[config.mk]
export PLATFORM = sky130hd
export DESIGN_NAME = riscv_main_ctrl
export DESIGN_NICKNAME = d
export VERILOG_FILES = /design/src/rtl/riscv_main_ctrl.sv
export SDC_FILE = /design/constraint.sdc
export NUM_CORES = 1
export LEC_CHECK = 0
export CORE_AREA = 5 5 42 44
export DETAILED_ROUTE_END_ITERATION = 6
export DIE_AREA = 0 0 47 49
export GPL_TIMING_DRIVEN = 0
export HOLD_SLACK_MARGIN = 0.03
export PLACE_DENSITY = 0.5
export SETUP_SLACK_MARGIN = 0.15
export SLEW_MARGIN = 20
export SYNTH_ARGS = -nofsm -noshare
export SYNTH_HDL_FRONTEND = slang
export SYNTH_SLANG_ARGS = --single-unit
[constraint.sdc]
create_clock -name clk -period 1.01 [get_ports clk]
set_clock_uncertainty 0.15 [all_clocks]
set_input_delay 0.202 -clock clk [delete_from_list [all_inputs] [get_ports clk]]
set_output_delay 0.202 -clock clk [all_outputs]
set_load 0.05 [all_outputs]
[src/rtl/riscv_main_ctrl.sv]
// Main control decoder for the single-cycle RV32I datapath: opcode -> registered control strobes.
// Optional macro CTRL_ILLEGAL_OP_EN adds a registered illegal_op flag for undecoded opcodes.
module riscv_main_ctrl #(
    parameter int OPCODE_W = 7,
    parameter int ALUOP_W  = 2
) (
    input  logic                clk,
    input  logic                rst_n,
    input  logic                instr_valid,
    input  logic [OPCODE_W-1:0] Opcode,
    output logic                ALUSrc,
    output logic                MemtoReg,
    output logic                RegtoMem,
    output logic                RegWrite,
    output logic                MemRead,
    output logic                MemWrite,
    output logic                Branch,
`ifdef CTRL_ILLEGAL_OP_EN
    output logic                illegal_op,
`endif
    output logic [ALUOP_W-1:0]  ALUOp
);

    localparam logic [OPCODE_W-1:0] OP_R_TYPE  = OPCODE_W'(7'b0110011);
    localparam logic [OPCODE_W-1:0] OP_I_TYPE  = OPCODE_W'(7'b0010011);
    localparam logic [OPCODE_W-1:0] OP_LOAD    = OPCODE_W'(7'b0000011);
    localparam logic [OPCODE_W-1:0] OP_S_TYPE  = OPCODE_W'(7'b0100011);
    localparam logic [OPCODE_W-1:0] OP_SB_TYPE = OPCODE_W'(7'b1100011);

    localparam logic [ALUOP_W-1:0] ALU_ADD = ALUOP_W'(2'b00);
    localparam logic [ALUOP_W-1:0] ALU_CMP = ALUOP_W'(2'b01);
    localparam logic [ALUOP_W-1:0] ALU_R   = ALUOP_W'(2'b10);
    localparam logic [ALUOP_W-1:0] ALU_I   = ALUOP_W'(2'b11);

    typedef struct packed {
        logic               alu_src;
        logic               mem_to_reg;
        logic               reg_to_mem;
        logic               reg_write;
        logic               mem_read;
        logic               mem_write;
        logic               branch;
        logic [ALUOP_W-1:0] alu_op;
    } ctrl_t;

    ctrl_t ctrl_d, ctrl_q;
    logic  illegal_d, illegal_q;

    // Opcode is only inspected under instr_valid, so an X opcode during a bubble never reaches the regs.
    always_comb begin
        ctrl_d    = '0;
        illegal_d = 1'b0;
        if (instr_valid) begin
            case (Opcode)
                OP_R_TYPE: begin
                    ctrl_d.reg_write = 1'b1;
                    ctrl_d.alu_op    = ALU_R;
                end
                OP_I_TYPE: begin
                    ctrl_d.alu_src   = 1'b1;
                    ctrl_d.reg_write = 1'b1;
                    ctrl_d.alu_op    = ALU_I;
                end
                OP_LOAD: begin
                    ctrl_d.alu_src    = 1'b1;
                    ctrl_d.mem_to_reg = 1'b1;
                    ctrl_d.reg_write  = 1'b1;
                    ctrl_d.mem_read   = 1'b1;
                    ctrl_d.alu_op     = ALU_ADD;
                end
                OP_S_TYPE: begin
                    ctrl_d.alu_src    = 1'b1;
                    ctrl_d.reg_to_mem = 1'b1;
                    ctrl_d.mem_write  = 1'b1;
                    ctrl_d.alu_op     = ALU_ADD;
                end
                OP_SB_TYPE: begin
                    ctrl_d.branch = 1'b1;
                    ctrl_d.alu_op = ALU_CMP;
                end
                default: illegal_d = 1'b1;
            endcase
        end
    end

    always_ff @(posedge clk or negedge rst_n) begin
        if (!rst_n) begin
            ctrl_q    <= '0;
            illegal_q <= 1'b0;
        end else begin
            ctrl_q    <= ctrl_d;
            illegal_q <= illegal_d;
        end
    end

    assign ALUSrc   = ctrl_q.alu_src;
    assign MemtoReg = ctrl_q.mem_to_reg;
    assign RegtoMem = ctrl_q.reg_to_mem;
    assign RegWrite = ctrl_q.reg_write;
    assign MemRead  = ctrl_q.mem_read;
    assign MemWrite = ctrl_q.mem_write;
    assign Branch   = ctrl_q.branch;
    assign ALUOp    = ctrl_q.alu_op;

`ifdef CTRL_ILLEGAL_OP_EN
    assign illegal_op = illegal_q;
`else
    logic unused_illegal;
    assign unused_illegal = illegal_q;
`endif

endmodule

==> results_dict.tcl, run 1 <==
set metrics [dict create \
    status "complete, but fails checks" \
    violations "negative setup slack" \
    path_depth 2 \
    finalSetupViolations 9 \
    portBuffers 18 \
    startpoint_type "flip-flop" \
    grt_overflow 0 \
    p_total_w 0.000629 \
    die_w_um 47 \
    coreArea_sq_mm 0.00140 \
    grt_pass1_vias 284 \
    ys_seq_elements 7 \
    maxSlewViolCount 0 \
    intPower_w 0.000487 \
    cts_tree "yes" \
    gp_congestion 0.712 \
    syn_inst 24 \
    cap_violations 0 \
    worst_slack_ns -0.254 \
    clk_pin_slew_worst_paths_ns 0.05 \
    cp_cell_sequence "buf_8 -> buf_6" \
    yosysWarnings 0 \
    stdcell_area_sq_um 651 \
    max_slew.worst_pin.slew_ns 0.285 \
    path_max_fanout 2 \
    cts_buffers 3 \
    switchingPower_w 0.000142 \
    cts_buffer_depth 2 \
    wire_per_inst_um 10.1 \
    seq_area_frac_synth 0.596 \
    clockRootBuffer "clkbuf_4" \
    cts.sinks 7 \
    drt_iter0_markers 0 \
    p_sw_frac 0.225 \
    final_nets 60 \
    die_h_um 49 \
    drive_above_1_share 0.796 \
    synth.cell_area_sq_um 294 \
    rows 14 \
    clockPowerShare 0.376 \
    grt_max_degree 8 \
    antenna_found_initial 0 \
    drt-total-wl_um 656 \
    slowest_delay_ns 0.41 \
    track_usage 0.0688 \
    areaGrowthSynthToFinish_pct 121 \
    post-route-period-util 1.25 \
    ant_nets 0 \
    tns_ns -1.52 \
    grt_pass1_wl_um 1100 \
    cp_data_arrival_time_ns 0.91 \
    ir_worst_vdd_mv 0.274 \
    drc_errors 0 \
    syn_avg_cell_area_sq_um 12.3 \
    whs_ns 0.00824 \
    pwr-share-seq 0.451 \
    start_util 0.210 \
    slew_headroom 0.809 \
    cp-startpoint "MemWrite" \
    post-route-min-period_ns 1.26 \
    holdCritPathClass "in -> reg" \
    combPwrFrac 0.173 \
    dpl_cell_area_sq_um 552 \
    crit_family "flip-flops" \
    utilization 0.464 \
    rsz0062_at_grt "yes" \
    htreeDepth 1 \
    drt_first_pass_iters 1 \
    dieArea_sq_mm 0.00230 \
    slowest_stage "dfrtp_2" \
    ys_types 14 \
    powerDensity_mw_per_mm2 967 \
    leakage_nw 0.296 \
    crit_type "reg -> out" \
    max_freq_mhz 791 \
    path_buf_inv 2 \
    vias 277 \
    via_per_inst 4.26 \
    io_pins 19 \
    hold_viol 0 \
    worstSetupEndpoint "RegtoMem" \
    required_ns 0.66 \
    hpwl_um 526 \
    syn-num-nets 34 \
    diodes 0 \
    end_kind "primary output" \
]
[Yosys cell counts]
master,instances,share of area
a211oi_2,1,0.043
a21o_1,1,0.026
buf_2,1,0.017
buf_4,2,0.051
dfrtp_1,7,0.60
nand3_1,1,0.017
nand3b_1,1,0.026
nor2b_1,1,0.021
nor3_1,3,0.051
nor4_1,1,0.021
nor4b_1,2,0.060
or2_1,1,0.021
or3_1,1,0.021
or3b_1,1,0.030
[metrics by stage]
step                      cells  setup slack [ns]
final                        65            -0.254
after floorplan              24           -0.0390
after CTS                    65            -0.266
after global placement       58            -0.570
after global routing         65            -0.273
after detailed placement     58            -0.579
[state kept, by name, indices dropped and copies added, names as in the netlist]
name	flops
MemWrite	1
Branch	1
ALUSrc	1
MemRead	1
RegWrite	1
ALUOp	2
[layer usage]
| layer | up-vias | global-route usage | wire length (um) |
|---|---|---|---|
| met4 | 0 | 0.0968 | 20 |
| met1 | 120 | 0.0721 | 219 |
| li1 | 135 | - | - |
| met2 | 20 | 0.0950 | 294 |
| met5 | - | 0 | 0 |
| met3 | 2 | 0.00738 | 121 |
[layout by cell type (no fill, tap or decap)]
cell type	synthesis	routed
a211oi_2	1	1
a21o_1	1	1
buf_2	1	4
buf_4	2	1
buf_6	0	13
buf_8	0	2
clkbuf_1	0	1
clkbuf_4	0	3
clkdlybuf4s50_1	0	1
dfrtp_2	0	7
dlygate4sd2_1	0	3
nand3_4	0	1
nand3b_1	1	1
nor2b_1	1	1
nor3_2	0	1
nor3_4	0	2
nor4_2	0	1
nor4b_4	0	2
or2_1	1	1
or3_4	0	1
or3b_1	1	1
[kinds of logic after synthesis]
| family | Yosys count | synth area share |
|---|---|---|
| AND/OR/NAND/NOR | 12 | 0.268 |
| flip-flops | 7 | 0.596 |
| buffers and inverters | 3 | 0.0681 |
| AO/OA/AOI/OAI | 2 | 0.0681 |
[worst min-delay path by stage]
stage                          from       end  slack (ns)  cells past startpoint
after floorplan               rst_n  ALUOp[0]       -0.24                      0
after global placement        rst_n   MemRead        0.32                      1
after detailed placement      rst_n   MemRead        0.32                      1
after CTS                 Opcode[6]  MemWrite      -0.004                      2
after global routing      Opcode[6]  MemWrite       0.009                      2
final                     Opcode[6]  MemWrite       0.008                      2
[timing repair]
item                                    CTS  global route
endpoints found under the setup margin   16            16
setup buffers                             3             0
cloned                                    0             0
gates resized for setup                  90             6
hold endpoints to repair                  3             3
pin swaps                                 4             0
[power by group through the flow]
stage               Sequential (W)  Clock (W)  Combinational [W]
floorplan                 0.000293          0          0.0000292
global placement          0.000288          0          0.0000851
detailed placement        0.000288          0          0.0000865
CTS                       0.000283   0.000253           0.000102
global route              0.000283   0.000255           0.000117
finish                    0.000284   0.000236           0.000109
[layout make-up]
| type | instances | area [sq um] |
|---|---|---|
| fillers | 138 | 751 |
| repair buffers | 21 | 199 |
| plain buffers | 3 | 41.3 |
| multi-input cells | 14 | 180 |
| flip-flops and latches | 7 | 184 |
| clock buffers | 4 | 26.3 |
| well taps | 16 | 20.0 |
(Power assumes the default switching activity.)
==> run 2: changes to the inputs <==
Settings changed: RECOVER_POWER set to 25.
==> results_dict.tcl, run 2 (same netlist as run 1, synthesis figures left out) <==
set metrics [dict create \
    clockPowerShare 0.376 \
    crit_family "flip-flops" \
    cp_data_arrival_time_ns 0.91 \
    p_sw_frac 0.226 \
    clk_pin_slew_worst_paths_ns 0.05 \
    pwr-share-seq 0.452 \
    drt-total-wl_um 656 \
    cts_tree "yes" \
    vias 277 \
    clockRootBuffer "clkbuf_4" \
    final_nets 60 \
    final_cell_mix "buf_6, dfrtp_2, buf_2, clkbuf_4, dlygate4sd2_1" \
    intPower_w 0.000486 \
    areaGrowthSynthToFinish_pct 121 \
    cap_violations 0 \
    slew_headroom 0.806 \
    grt_pass1_wl_um 1100 \
    gp_congestion 0.712 \
    holdCritPathClass "in -> reg" \
    worst_slack_ns -0.254 \
    cts_buffers 3 \
    powerDensity_mw_per_mm2 965 \
    via_per_inst 4.26 \
    worstHoldPathCells 2 \
    dpl_cell_area_sq_um 552 \
    cp_cell_sequence "buf_8 -> buf_6" \
    final_common_cell "buf_6" \
    combPwrFrac 0.172 \
    grt_max_degree 8 \
    largest_reg_flops 2 \
    end_kind "primary output" \
    stdcell_area_sq_um 651 \
    path_max_fanout 2 \
    hpwl_um 526 \
    rows 14 \
    crit_type "reg -> out" \
    coreArea_sq_mm 0.00140 \
    die_h_um 49 \
    path_depth 2 \
    finalSetupViolations 9 \
    hold_viol 0 \
    wire_per_inst_um 10.1 \
    track_usage 0.0688 \
    drc_errors 0 \
    slowest_delay_ns 0.41 \
    switchingPower_w 0.000142 \
    drt_iter0_markers 0 \
    rsz0062_at_grt "yes" \
    die_w_um 47 \
    io_pins 19 \
    drive_above_1_share 0.796 \
    max_slew.worst_pin.slew_ns 0.290 \
    ir_worst_vdd_mv 0.274 \
    max_freq_mhz 791 \
    path_buf_inv 2 \
    dieArea_sq_mm 0.00230 \
    utilization 0.464 \
    post-route-period-util 1.25 \
    cts_buffer_depth 2 \
    post-route-min-period_ns 1.26 \
    cts.sinks 7 \
    grt_pass1_vias 284 \
    violations "negative setup slack" \
    p_total_w 0.000628 \
    drt_first_pass_iters 1 \
    htreeDepth 1 \
    maxSlewViolCount 0 \
    portBuffers 18 \
    start_util 0.210 \
    startpoint_type "flip-flop" \
    slowest_stage "dfrtp_2" \
    antenna_found_initial 0 \
    diodes 0 \
    status "complete, but fails checks" \
    required_ns 0.66 \
    place_ws_ns -0.579 \
    ant_nets 0 \
    leakage_nw 0.296 \
    grt_overflow 0 \
]
[run 2: timing repair]
item / in CTS / in global routing
setup buffers: 3 / 0
pin swaps: 4 / 0
hold endpoints to repair: 3 / 3
resized for setup: 90 / 6
setup endpoints to repair: 16 / 16
[run 2: cell type report]
class / instances / area, sq um
fillers: 138 / 751
well taps: 16 / 20.0
repair buffers: 21 / 199
clock buffers: 4 / 26.3
flip-flops and latches: 7 / 184
multi-input cells: 14 / 180
plain buffers: 3 / 41.3
[run 2: worst paths after layout]
| kind | endpoint | start | slack, ns |
|---|---|---|---|
| max in group asynchronous | ALUOp[1] | rst_n | 0.34 |
| min in group asynchronous | ALUOp[0] | rst_n | 0.13 |
| worst max-delay path | RegtoMem | MemWrite | -0.25 |
| worst min-delay path | MemWrite | Opcode[6] | 0.008 |
[run 2: power by group through the flow]
| stage | clock network (W) | logic, W | registers [W] |
|---|---|---|---|
| 4_1_cts | 0.000253 | 0.000102 | 0.000283 |
| 6_report | 0.000236 | 0.000108 | 0.000284 |
| 3_5_place_dp | 0 | 0.0000865 | 0.000288 |
| 2_1_floorplan | 0 | 0.0000292 | 0.000293 |
| 3_3_place_gp | 0 | 0.0000851 | 0.000288 |
| 5_1_grt | 0.000255 | 0.000117 | 0.000283 |
[run 2: metrics by stage]
step           hold WS (ns)  instances  setup TNS, ns
4_1_cts            -0.00364         65          -1.69
3_5_place_dp          0.315         58          -7.87
6_report            0.00824         65          -1.52
5_1_grt             0.00878         65          -1.71
3_3_place_gp          0.316         58          -7.58
2_1_floorplan        -0.244         24         -0.134
[run 2: layer usage]
metal / wire length [um] / GRT usage / vias up / part of all wire
li1: - / - / 135 / -
met1: 219 / 0.0721 / 120 / 0.33
met2: 294 / 0.0950 / 20 / 0.45
met3: 120 / 0.00738 / 2 / 0.18
met4: 20 / 0.0968 / 0 / 0.030
met5: 0 / 0 / - / 0
==> edit, RTL diff (config.mk and constraints of run 2) <==
Add a define of `CTRL_ILLEGAL_OP_EN`.
--- a/src/rtl/riscv_main_ctrl.sv
+++ b/src/rtl/riscv_main_ctrl.sv
@@ -1,5 +1,7 @@
 // Main control decoder for the single-cycle RV32I datapath: opcode -> registered control strobes.
 // Optional macro CTRL_ILLEGAL_OP_EN adds a registered illegal_op flag for undecoded opcodes.
+`define CTRL_ILLEGAL_OP_EN
+
 module riscv_main_ctrl #(
     parameter int OPCODE_W = 7,
     parameter int ALUOP_W  = 2
Function (old outputs only; new: illegal_op): kept (Yosys induction, for registers that start in step).
==> edit against run 2 <==
  * The flow still finishes with violations (setup timing)
  * First-iteration DRC count increased by 5
  * Clock power is essentially flat
  * Synthesized area grew 6.0%
  * Setup slack worse by 0.0077 ns
  * Design area decreased by 8.5%
  * Routed wire length is 11% higher
  * Power up 3.3%
  * Sequential cell count increased by 1
  * Largest power group unchanged
==> edit: results <==
export IMPL_ys_types=14
export IMPL_whs_ns=0.0289
export IMPL_fin_ws_ns=-0.262
export IMPL_holdPathEnd="MemRead"
export IMPL_grt_max_degree=9
export IMPL_yosys_top_cells_area="dfrtp_1 (64%), buf_4 (4.8%), nor2_1 (4.8%)"
export IMPL_violations="setup timing"
export IMPL_p_leak_nw=0.287
export IMPL_fillCellCount=139
export IMPL_route_vias_total=276
export IMPL_ir_drop_uv=417
export IMPL_tightest_slew_ns=0.337
export IMPL_drt_iter0_markers=5
export IMPL_synth_compound_area_share_pct=6.83
export IMPL_status="finished, violations left"
export IMPL_port_buffers=19
export IMPL_setup_violations=10
export IMPL_dpl_cell_area_um2=549
export IMPL_ys_seq_area_share_pct=64.3
export IMPL_synth_commonest_cells="dfrtp_1 (8), nor2_1 (4), nand2_1 (3), buf_4 (2)"
export IMPL_seqPwrFrac_pct=50.4
export IMPL_place_congestion=0.791
export IMPL_crit_end="MemtoReg"
export IMPL_avgSynthCellArea_um2=11.5
export IMPL_setup_tns_ns=-1.69
export IMPL_pre_cts_slack_ns=-0.568
export IMPL_syn_nets=37
export IMPL_dr_wl_met3_um=76
export IMPL_routed_wl_um=725
export IMPL_place_inst=62
export IMPL_first_pass_iters=2
export IMPL_routed_wl_met2_um=389
export IMPL_dp_hpwl_um=530
export IMPL_grt_pass1_wl_mm=1.17
export IMPL_grt_total_usage_pct=7.95
export IMPL_fin_nets=63
export IMPL_avgViaCountPerCell=4.12
export IMPL_first_global_vias=298
export IMPL_drive_above_1_share_pct=74.5
export IMPL_cp_startpoint="MemRead"
export IMPL_path_clk_slew_ns=0.05
==> edit: cell type report <==
| class | count | area, um^2 | share of cell area (%) |
|---|---|---|---|
| repair buffers | 21 | 201 | 33.8 |
| flip-flops and latches | 8 | 210 | 35.3 |
| clock buffers | 3 | 22.5 | 3.78 |
| well taps | 16 | 20.0 | 3.36 |
| inverters | 1 | 3.75 | 0.630 |
| multi-input cells | 16 | 108 | 18.1 |
| plain buffers | 2 | 30.0 | 5.04 |
==> edit: cells by family after synthesis <==
logic type      Yosys count
simple gates             13
flops                     8
compound gates            3
buf+inv                   3
==> edit: metal layers <==
layer  global-route usage [%]  up-vias
met1                     6.55      125
met4                     12.4        0
met5                        0        -
li1                         -      134
met3                     2.95        2
met2                     10.9       15
==> edit: timing repair <==
action | in CTS | in global routing
endpoints found under the hold margin | 1 | 1
pin swaps | 4 | 2
resized for setup | 96 | 5
endpoints found under the setup margin | 18 | 17
buffers inserted | 2 | 0
